File: src/rtl/bram_stream_reader.sv
// bram_stream_reader
//   Read-side master for the SRAM capture buffer. A start command walks
//   `length` words from `base_addr` (wrapping modulo DEPTH), absorbs the
//   RAM's fixed read latency and presents the words on a valid/ready stream
//   with an end-of-block marker.
//
//   state | meaning
//   IDLE  | waiting for start
//   READ  | issuing reads, throttled by FIFO credit
//   DRAIN | all reads issued, emptying latency pipe and FIFO
//
// Ports
//   clk, resetn          single clock, async active-low reset
//   start/base_addr/length  transfer command (sampled while busy=0)
//   abort                cancel transfer, flush everything, no done
//   busy, done           status / one-cycle completion pulse
//   rd_addr, re, rd_data RAM read port (data valid RD_LAT cycles after re)
//   m_data/m_valid/m_ready/m_last  output stream
module bram_stream_reader #(
    parameter int WIDTH  = 8,
    parameter int DEPTH  = 2048,
    parameter int RD_LAT = 1,
    parameter int AWIDTH = $clog2(DEPTH)
) (
    input  logic              clk,
    input  logic              resetn,
    input  logic              start,
    input  logic [AWIDTH-1:0] base_addr,
    input  logic [AWIDTH:0]   length,
    input  logic              abort,
    output logic              busy,
    output logic              done,
    output logic [AWIDTH-1:0] rd_addr,
    output logic              re,
    input  logic [WIDTH-1:0]  rd_data,
    output logic [WIDTH-1:0]  m_data,
    output logic              m_valid,
    input  logic              m_ready,
    output logic              m_last
);
    localparam int FIFO_DEPTH = RD_LAT + 2;
    localparam int PW = $clog2(FIFO_DEPTH);
    localparam int CW = $clog2(FIFO_DEPTH + 1);
    localparam logic [PW-1:0]     PTR_MAX  = PW'(FIFO_DEPTH - 1);
    localparam logic [AWIDTH-1:0] ADDR_MAX = AWIDTH'(DEPTH - 1);

    typedef enum logic [1:0] {IDLE, READ, DRAIN} state_t;

    state_t            state_q, state_d;
    logic [AWIDTH-1:0] addr_q, addr_d;
    logic [AWIDTH:0]   len_q, len_d;
    logic [AWIDTH:0]   issued_q, issued_d;
    logic [RD_LAT-1:0] pipe_v_q, pipe_v_d;
    logic [RD_LAT-1:0] pipe_l_q, pipe_l_d;
    logic [CW-1:0]     outst_q, outst_d;
    logic [CW-1:0]     fifo_cnt_q, fifo_cnt_d;
    logic [PW-1:0]     wr_ptr_q, wr_ptr_d;
    logic [PW-1:0]     rd_ptr_q, rd_ptr_d;
    logic [WIDTH-1:0]  fifo_data_q [FIFO_DEPTH];
    logic [WIDTH-1:0]  fifo_data_d [FIFO_DEPTH];
    logic [FIFO_DEPTH-1:0] fifo_last_q, fifo_last_d;
    logic              done_q, done_d;

    logic issue, issue_last, push, pop, final_hs, credit_ok;

    // Reads in flight plus words already buffered must leave room for one
    // more, so the FIFO can never overflow whatever m_ready does.
    assign credit_ok  = ({1'b0, outst_q} + {1'b0, fifo_cnt_q}) < (CW+1)'(FIFO_DEPTH);
    assign issue      = (state_q == READ) && (issued_q != len_q) && credit_ok && !abort;
    assign issue_last = (issued_q + 1'b1) == len_q;
    assign push       = pipe_v_q[RD_LAT-1];
    assign pop        = m_valid && m_ready;
    assign final_hs   = pop && m_last;

    assign busy    = (state_q != IDLE);
    assign done    = done_q;
    assign rd_addr = addr_q;
    assign re      = issue;
    assign m_valid = (fifo_cnt_q != '0);
    assign m_data  = fifo_data_q[rd_ptr_q];
    assign m_last  = fifo_last_q[rd_ptr_q] && m_valid;

    always_comb begin
        state_d     = state_q;
        addr_d      = addr_q;
        len_d       = len_q;
        issued_d    = issued_q;
        done_d      = 1'b0;
        pipe_v_d    = pipe_v_q;
        pipe_l_d    = pipe_l_q;
        fifo_data_d = fifo_data_q;
        fifo_last_d = fifo_last_q;
        wr_ptr_d    = wr_ptr_q;
        rd_ptr_d    = rd_ptr_q;

        case (state_q)
            IDLE: begin
                if (start) begin
                    if (length == '0) begin
                        done_d = 1'b1;
                    end else begin
                        state_d  = READ;
                        addr_d   = base_addr;
                        len_d    = length;
                        issued_d = '0;
                    end
                end
            end
            READ: begin
                if (issue && issue_last) state_d = DRAIN;
            end
            DRAIN: begin
                if (final_hs) begin
                    state_d = IDLE;
                    done_d  = 1'b1;
                end
            end
            default: state_d = IDLE;
        endcase

        if (issue) begin
            addr_d   = (addr_q == ADDR_MAX) ? '0 : addr_q + 1'b1;
            issued_d = issued_q + 1'b1;
        end

        // Tag pipe mirrors the RAM latency; its exit marks valid rd_data.
        pipe_v_d[0] = issue;
        pipe_l_d[0] = issue && issue_last;
        for (int i = 1; i < RD_LAT; i++) begin
            pipe_v_d[i] = pipe_v_q[i-1];
            pipe_l_d[i] = pipe_l_q[i-1];
        end

        outst_d = outst_q + CW'(issue) - CW'(push);

        if (push) begin
            fifo_data_d[wr_ptr_q] = rd_data;
            fifo_last_d[wr_ptr_q] = pipe_l_q[RD_LAT-1];
            wr_ptr_d = (wr_ptr_q == PTR_MAX) ? '0 : wr_ptr_q + 1'b1;
        end
        if (pop) begin
            rd_ptr_d = (rd_ptr_q == PTR_MAX) ? '0 : rd_ptr_q + 1'b1;
        end
        fifo_cnt_d = fifo_cnt_q + CW'(push) - CW'(pop);

        // Abort overrides everything, including a coincident start or final
        // handshake; clearing the tag pipe discards late RAM returns.
        if (abort) begin
            state_d    = IDLE;
            done_d     = 1'b0;
            pipe_v_d   = '0;
            pipe_l_d   = '0;
            outst_d    = '0;
            fifo_cnt_d = '0;
            wr_ptr_d   = '0;
            rd_ptr_d   = '0;
        end
    end

    always_ff @(posedge clk or negedge resetn) begin
        if (!resetn) begin
            state_q     <= IDLE;
            addr_q      <= '0;
            len_q       <= '0;
            issued_q    <= '0;
            pipe_v_q    <= '0;
            pipe_l_q    <= '0;
            outst_q     <= '0;
            fifo_cnt_q  <= '0;
            wr_ptr_q    <= '0;
            rd_ptr_q    <= '0;
            fifo_last_q <= '0;
            done_q      <= 1'b0;
            for (int i = 0; i < FIFO_DEPTH; i++) fifo_data_q[i] <= '0;
        end else begin
            state_q     <= state_d;
            addr_q      <= addr_d;
            len_q       <= len_d;
            issued_q    <= issued_d;
            pipe_v_q    <= pipe_v_d;
            pipe_l_q    <= pipe_l_d;
            outst_q     <= outst_d;
            fifo_cnt_q  <= fifo_cnt_d;
            wr_ptr_q    <= wr_ptr_d;
            rd_ptr_q    <= rd_ptr_d;
            fifo_last_q <= fifo_last_d;
            done_q      <= done_d;
            for (int i = 0; i < FIFO_DEPTH; i++) fifo_data_q[i] <= fifo_data_d[i];
        end
    end
endmodule

File: config.mk
export PLATFORM = sky130hd
export DESIGN_NAME = bram_stream_reader
export DESIGN_NICKNAME = d
export VERILOG_FILES = /design/src/rtl/bram_stream_reader.sv
export SDC_FILE = /design/constraint.sdc
export NUM_CORES = 1
export LEC_CHECK = 0
export ABC_CLOCK_PERIOD_IN_PS = 2600
export BUFFER_PORTS_ARGS = -buffer_cell sky130_fd_sc_hd__buf_2
export CELL_PAD_IN_SITES_DETAIL_PLACEMENT = 1
export CELL_PAD_IN_SITES_GLOBAL_PLACEMENT = 2
export CORE_ASPECT_RATIO = 1.1
export CORE_MARGIN = 5
export CORE_UTILIZATION = 35
export CTS_BUF_LIST = sky130_fd_sc_hd__clkbuf_8
export DETAILED_ROUTE_END_ITERATION = 10
export GPL_ROUTABILITY_DRIVEN = 0
export PLACE_DENSITY = 0.89
export SYNTH_ARGS = -nofsm -noshare
export SYNTH_HDL_FRONTEND = slang
export SYNTH_SLANG_ARGS = --single-unit
File: constraint.sdc
create_clock -name clk -period 2.6 [get_ports clk]
set_input_delay 0.13 -clock clk [delete_from_list [all_inputs] [get_ports clk]]
set_output_delay 0.13 -clock clk [all_outputs]
set_load 0.005 [all_outputs]
==> results of run 1 <==
## kinds of logic after synthesis
kind of cell | count (synthesis)
flip-flops | 75
adder cells (fa/ha/maj) | 9
AND/OR/NAND/NOR | 116
buffers and inverters | 28
AO/OA/AOI/OAI | 73
XOR/XNOR | 23
multiplexers | 49
## layout make-up
cell class,instances,area [um^2]
clock buffer,9,123.9
clock inverter,7,82.58
fill,1251,6241
inverter,11,46.29
multi-input combinational,270,1941
sequential,75,1877
tap,147,183.9
timing repair buffer,80,465.4
## timing repair
item | 4_1_cts | 5_1_grt
endpoints found under the hold margin | 27 | 0
setup endpoints to repair | 0 | 9
hold buffers | 5 | 0
resized for setup | 0 | 3
setup buffers | 0 | 2
## worst max-delay path, delay by kind of cell, from the launching register on
kind / cells / cell delay, ps
and+or+nand+nor: 2 / 640
buffers and inverters: 1 / 160
adders and majority gates: 1 / 240
AOI/OAI and AO/OA: 1 / 390
DFF: 1 / 410
xor gates and xnor gates: 3 / 510
## synth_stat cells, drive strengths merged, types with 3 or more instances
cell type / count
nand3: 15
a21o: 3
a21oi: 10
nor4: 6
ha: 8
dfrtp: 75
nor2: 25
buf: 7
mux2i: 11
o21ai: 33
xnor2: 8
nor2b: 4
inv: 11
nand2: 28
and3: 5
clkbuf: 10
mux2: 38
and2: 7
nand4: 5
xor2: 15
o31ai: 6
a221o: 3
nor3: 8
## routing by layer
layer | vias up | wire length (um)
li1 | 1498 | -
met1 | 1561 | 4681
met2 | 74 | 5074
met3 | 14 | 485
met4 | 0 | 131
met5 | - | 0
## placed cells by master, fill, tap and decap left out, types with 2 or more instances in the layout
cell type	n
o21bai_1	2
nor4_1	6
a31oi_1	2
nand3_1	15
and2_1	6
buf_4	16
or2_2	2
nor2b_1	4
nor3b_1	2
ha_1	8
dlygate4sd3_1	5
nand3b_1	2
o21ai_1	10
clkbuf_8	9
o21ai_0	23
a221o_1	3
a21o_1	3
buf_2	59
o31ai_1	5
inv_6	3
a21oi_1	10
o41ai_1	2
o22ai_1	2
xnor2_1	8
o311ai_0	2
mux2i_1	11
nor3_1	8
dfrtp_1	75
mux2_2	38
and3_1	5
and4b_1	2
nor2_1	24
xor2_1	15
nand2_1	26
inv_1	10
clkinvlp_4	2
nand4_1	5
## worst min path at each step
stage | from | to | slack [ps] | cells after the start
after floorplan | resetn | done | -170 | 0
final | length[0] | len_q[0] | 20 | 2
after CTS | length[0] | len_q[0] | 4 | 2
after detailed placement | resetn | fifo_data_q[20] | 150 | 1
after global placement | resetn | fifo_data_q[4] | 150 | 1
after global routing | length[4] | len_q[4] | 6 | 2
## state kept, by name, indices dropped and copies added, names as in the netlist, 3 cells and up
register / count
len_q: 12
issued_q: 12
fifo_last_q: 3
fifo_data_q: 24
rd_addr: 11
## per-stage QoR
step	setup TNS, ps	setup WS, ps	utilization (%)	area [um^2]
after floorplan	0	167.4	-	3939
after global placement	0	162.8	40.53	4442
after detailed placement	0	82.91	40.53	4442
after CTS	0	74.74	42.87	4698
after global routing	-70.05	-70.05	43.06	4720
final	0	128.7	43.06	4720
## power by group through the flow
stage               clock network, W  logic (W)  registers [W]
detailed placement                 0   0.000893        0.00162
finish                      0.000951   0.000894        0.00159
global placement                   0   0.000862        0.00160
CTS                         0.000977   0.000903        0.00160
global route                 0.00104    0.00101        0.00163
floorplan                          0   0.000594        0.00154
==> reports/metrics.csv, run 1 <==
stage,metric,value,unit
power_and_ir_drop,vdd_drop_max,0.2551,mV
cts,htreeDepth,3,
timing,setup_viol,0,
logic_synthesis,async_flop_share,100.0,%
global_routing,grt_use_met1,20.37,%
logic_synthesis,synth_edf_count,0,
critical_path,crit_fanout,21,
cts,cts-root-buf,clkbuf_8,
final_layout,layout.nets,492,
placed_design,port_buffers,59,
logic_synthesis,synth_adder_area_share,3.050,%
critical_path,crit_arrival,2710,ps
logic_synthesis,yosys-top-cells-area,"dfrtp_1 (48%), mux2_2 (11%), xor2_1 (3.3%)",
floorplanning,die_area,13480,um^2
floorplanning,die_height,121.3,um
placed_design,dpl.hpwl,7.821,mm
critical_path,cp_cell_sequence,xor2_1 > or4_1 > o31ai_4 > inv_6 > ha_1 > xor2_1 > xnor2_1 > nor2_1,
route,ant_nets,0,
power_and_ir_drop,finalPower,0.003437,W
global_routing,busiest_layer,met2,
logic_synthesis,syn_nets,418,
hold_path,worstHoldPathType,input pin to flip-flop,
power_and_ir_drop,switching_share,32.51,%
cts,cts.sinks,75,
timing,period_needed,2471,ps
final_layout,syn2layout_area_growth,19.82,%
timing,final.setup_skew,7.919,ps
timing,tightest_slew,842.7,ps
logic_synthesis,yosysWarnings,0,
global_routing,grt_pass1_wl,17.45,mm
critical_path,cp-endpoint,outst_q[1],
critical_path,reg2reg_from,issued_q[3],
logic_synthesis,synth.avg_cell_area,10.56,um^2
critical_path,rr_worst_depth,8,
critical_path,rrSetupSlack,130,ps
global_routing,grt_max_degree,30,
logic_synthesis,synthMuxAreaShare,13.66,%
route,drcViolationCount,0,
critical_path,r2r_end,outst_q[1],
timing,finalMaxSlewViolations,0,
route,routed_wl,10.37,mm
timing,fmax,404.7,MHz
timing,whs,17.71,ps
power_and_ir_drop,power_switching,0.001117,W
critical_path,criticalPathCategory,flip-flop to flip-flop,
logic_synthesis,yosysTopAreaCell,dfrtp_1,
route,drt_iter0_markers,109,
floorplanning,core_area,10960,um^2
route,wire_per_inst,17.32,um
global_routing,gr-total-overflow,0,
logic_synthesis,synth_cell_types,54,
logic_synthesis,synth_compound_area_share,12.04,%
route,first_pass_iters,4,
route,vias,3147,
power_and_ir_drop,p_leak,2.112,nW
logic_synthesis,synth_top_family_by_area,simple AND/OR/NAND/NOR gates,
logic_synthesis,syn_area,3939,um^2
critical_path,crit_required,2840,ps
floorplanning,die_w,111.1,um
cts,clk_pin_slew,90,ps
logic_synthesis,synth_xor_area_share,5.114,%
critical_path,cpMostUsedCell,xor2_1,
timing,hold_violations,0,
power_and_ir_drop,pwr-share-comb,26.0,%
power_and_ir_drop,pwr-share-seq,46.3,%
timing,rsz0062_at_grt,true,
global_routing,grt_pass1_vias,3455,
power_and_ir_drop,pwr-share-clk,27.7,%
route,viasPerCell,5.254,
job,drv_cap,0,
cts,cts.path.max_buffers,2,
timing,max_slew_margin,43.82,%
final_layout,final_cells,599,
power_and_ir_drop,intPower,0.002320,W
power_and_ir_drop,powerDensity,728.3,nW/um^2
floorplanning,std_cell_rows,40,
global_routing,met3_usage,3.392,%
timing,min_period_over_period,95.05,%
status,status,completed,
floorplanning,initial_core_util,35.94,%
logic_synthesis,ys_seq_area_share,47.65,%
logic_synthesis,synth_ff_type,dfrtp_1,
global_routing,use_met2,27.50,%
critical_path,startpoint,issued_q[3],
critical_path,max_stage_delay,580,ps
critical_path,crit_slowest_cell,or4_1,
logic_synthesis,netlist.area_leader.share,47.65,%
logic_synthesis,synthCells,373,
global_routing,antenna_found_initial,0,
floorplanning,ios,60,
final_layout,drive_gt1_share,30.53,%
logic_synthesis,synth_seq_cells,75,
logic_synthesis,yosys.area_share.simple,15.31,%
global_routing,grt_usage,16.04,%
final_layout,diodes,0,
cts,clk_latency,360,ps
placed_design,dp.cells,576,
cts,numCtsBuffers,9,
cts,cts_tree,built,
critical_path,cp-end-kind,flip-flop,
critical_path,critPathLaunchType,flip-flop,
Power figures use the tool's default switching activity.
==> run 2: changes to the inputs <==
HOLD_SLACK_MARGIN = 0.15   (was default)
==> reports/metrics.csv, run 2 (synthesis gave the netlist of run 1 again) <==
stage,metric,value,unit
status,status,completed,
hold_path,hold_end,rd_ptr_q[0],
floorplanning,ios,60,
critical_path,criticalPathCategory,flip-flop to flip-flop,
hold_path,holdPathStages,4,
timing,max_slew_margin,44.65,%
hold_path,worstHoldPathType,input pin to flip-flop,
route,drt_iter0_markers,102,
timing,rsz0062_at_grt,true,
hold_path,hp-start,m_ready,
placed_design,port_buffers,59,
job,drv_cap,0,
final_layout,final_common_cell,dfrtp_1,
timing,setup_slack,120.1,ps
floorplanning,die_height,121.3,um
timing,fmax,403.2,MHz
critical_path,crit_fanout,21,
route,viasPerCell,5.226,
cts,clk_latency,360,ps
critical_path,rrSetupSlack,120,ps
final_layout,layout.nets,518,
placed_design,dpl.hpwl,7.821,mm
cts,numCtsBuffers,9,
timing,hold_violations,0,
floorplanning,initial_core_util,35.94,%
timing,min_period_over_period,95.38,%
final_layout,syn2layout_area_growth,26.59,%
global_routing,grt_pass1_vias,3597,
timing,whs,234.8,ps
timing,tightest_slew,830.3,ps
route,routed_wl,10.90,mm
cts,cts.path.max_buffers,2,
final_layout,drive_gt1_share,28.66,%
final_layout,regMostFlops,fifo_data_q,
timing,finalMaxSlewViolations,0,
cts,clk_pin_slew,90,ps
route,first_pass_iters,4,
final_layout,mostFrequentLayoutCells,"dfrtp_1 (74), buf_2 (59), mux2_2 (38), dlygate4sd3_1 (33), nand2_1 (26)",
cts,htreeDepth,3,
floorplanning,die_w,111.1,um
global_routing,grt_usage,16.97,%
cts,cts.sinks,75,
critical_path,reg2reg_from,issued_q[3],
power_and_ir_drop,vdd_drop_max,0.2594,mV
critical_path,cp-end-kind,flip-flop,
final_layout,reg_top3,"fifo_data_q x24, issued_q x12, len_q x12",
power_and_ir_drop,powerDensity,696.2,nW/um^2
final_layout,nFillCells,1233,
critical_path,crit_required,2840,ps
timing,period_needed,2480,ps
cts,cts_tree,built,
route,vias,3266,
floorplanning,std_cell_rows,40,
timing,setup_viol,0,
route,drcViolationCount,0,
critical_path,r2r_end,rd_addr[4],
final_layout,diodes,0,
cts,cts-root-buf,clkbuf_8,
global_routing,grt_pass1_wl,18.45,mm
placed_design,preCtsSetupSlack,82.91,ps
floorplanning,die_area,13480,um^2
final_layout,largest_reg_flops,24,
global_routing,gr-total-overflow,0,
timing,final.setup_skew,8.834,ps
route,ant_nets,0,
critical_path,crit_arrival,2720,ps
critical_path,rr_worst_depth,7,
floorplanning,core_area,10960,um^2
route,wire_per_inst,17.45,um
global_routing,antenna_found_initial,0,
power_and_ir_drop,p_leak,2.219,nW
critical_path,critPathLaunchType,flip-flop,
global_routing,grt_max_degree,30,
[run 2: changes by cell type in the layout (fill, tap and decap cells not counted), sizes merged]
cell and delta:
dlygate4sd3 +28, buf -2
[run 2: power breakdown]
group | leakage (nW) | total, W | internal [W] | switching, W
sequential | 0.938 | 0.00159 | 0.00139 | 0.000201
clock | 0.0984 | 0.000954 | 0.000458 | 0.000496
combinational | 1.18 | 0.000923 | 0.000492 | 0.000431
total | 2.22 | 0.00347 | 0.00234 | 0.00113
[run 2: per-stage QoR]
stage / instances / instance area, um^2 / util [%] / power [W] / TNS, ps
after CTS: 625 / 4979 / 45.42 / 0.003508 / 0
after global routing: 625 / 4986 / 45.49 / 0.003714 / -106.4
after detailed placement: 576 / 4442 / 40.53 / 0.002513 / 0
final: 625 / 4986 / 45.49 / 0.003471 / 0
after floorplan: 373 / 3939 / - / 0.002138 / 0
after global placement: 576 / 4442 / 40.53 / 0.002461 / 0
[run 2: cell type report]
class	instances	area [um^2]	area share [%]
inverter	11	46.29	0.9285
clock buffer	9	123.9	2.484
sequential	75	1878	37.67
timing repair buffer	106	730.7	14.65
multi-input combinational	270	1941	38.92
tap	147	183.9	3.689
clock inverter	7	82.58	1.656
[run 2: routing by layer]
layer / wire length, um / track usage (%) / part of all wire, %
met1: 4765 / 21.14 / 44
met4: 131 / 5.019 / 1.2
met5: 0 / 0 / 0
met3: 441 / 3.142 / 4.0
met2: 5565 / 30.08 / 51
[run 2: worst max path at each step]
stage	start	end	slack [ps]	cells after the start
after floorplan	issued_q[5]	outst_q[1]	170	10
after global placement	fifo_cnt_q[0]	outst_q[1]	160	10
after detailed placement	issued_q[5]	rd_addr[4]	80	7
after CTS	issued_q[5]	rd_addr[6]	70	7
after global routing	fifo_cnt_q[0]	outst_q[1]	-70	10
final	issued_q[3]	rd_addr[4]	120	7
[run 2: repair_timing]
action | CTS | global route
endpoints found under the setup margin | 0 | 9
hold endpoints to repair | 79 | 0
gates resized for setup | 0 | 4
setup buffers | 0 | 0
hold buffers | 33 | 0
[run 2: critical path, stage by stage, from the launching register on]
cell	delay, ps
dfrtp_1	410
xor2_1	190
or4_1	580
o31ai_4	390
inv_6	160
nor2_4	360
o21ai_0	150
o311ai_0	110
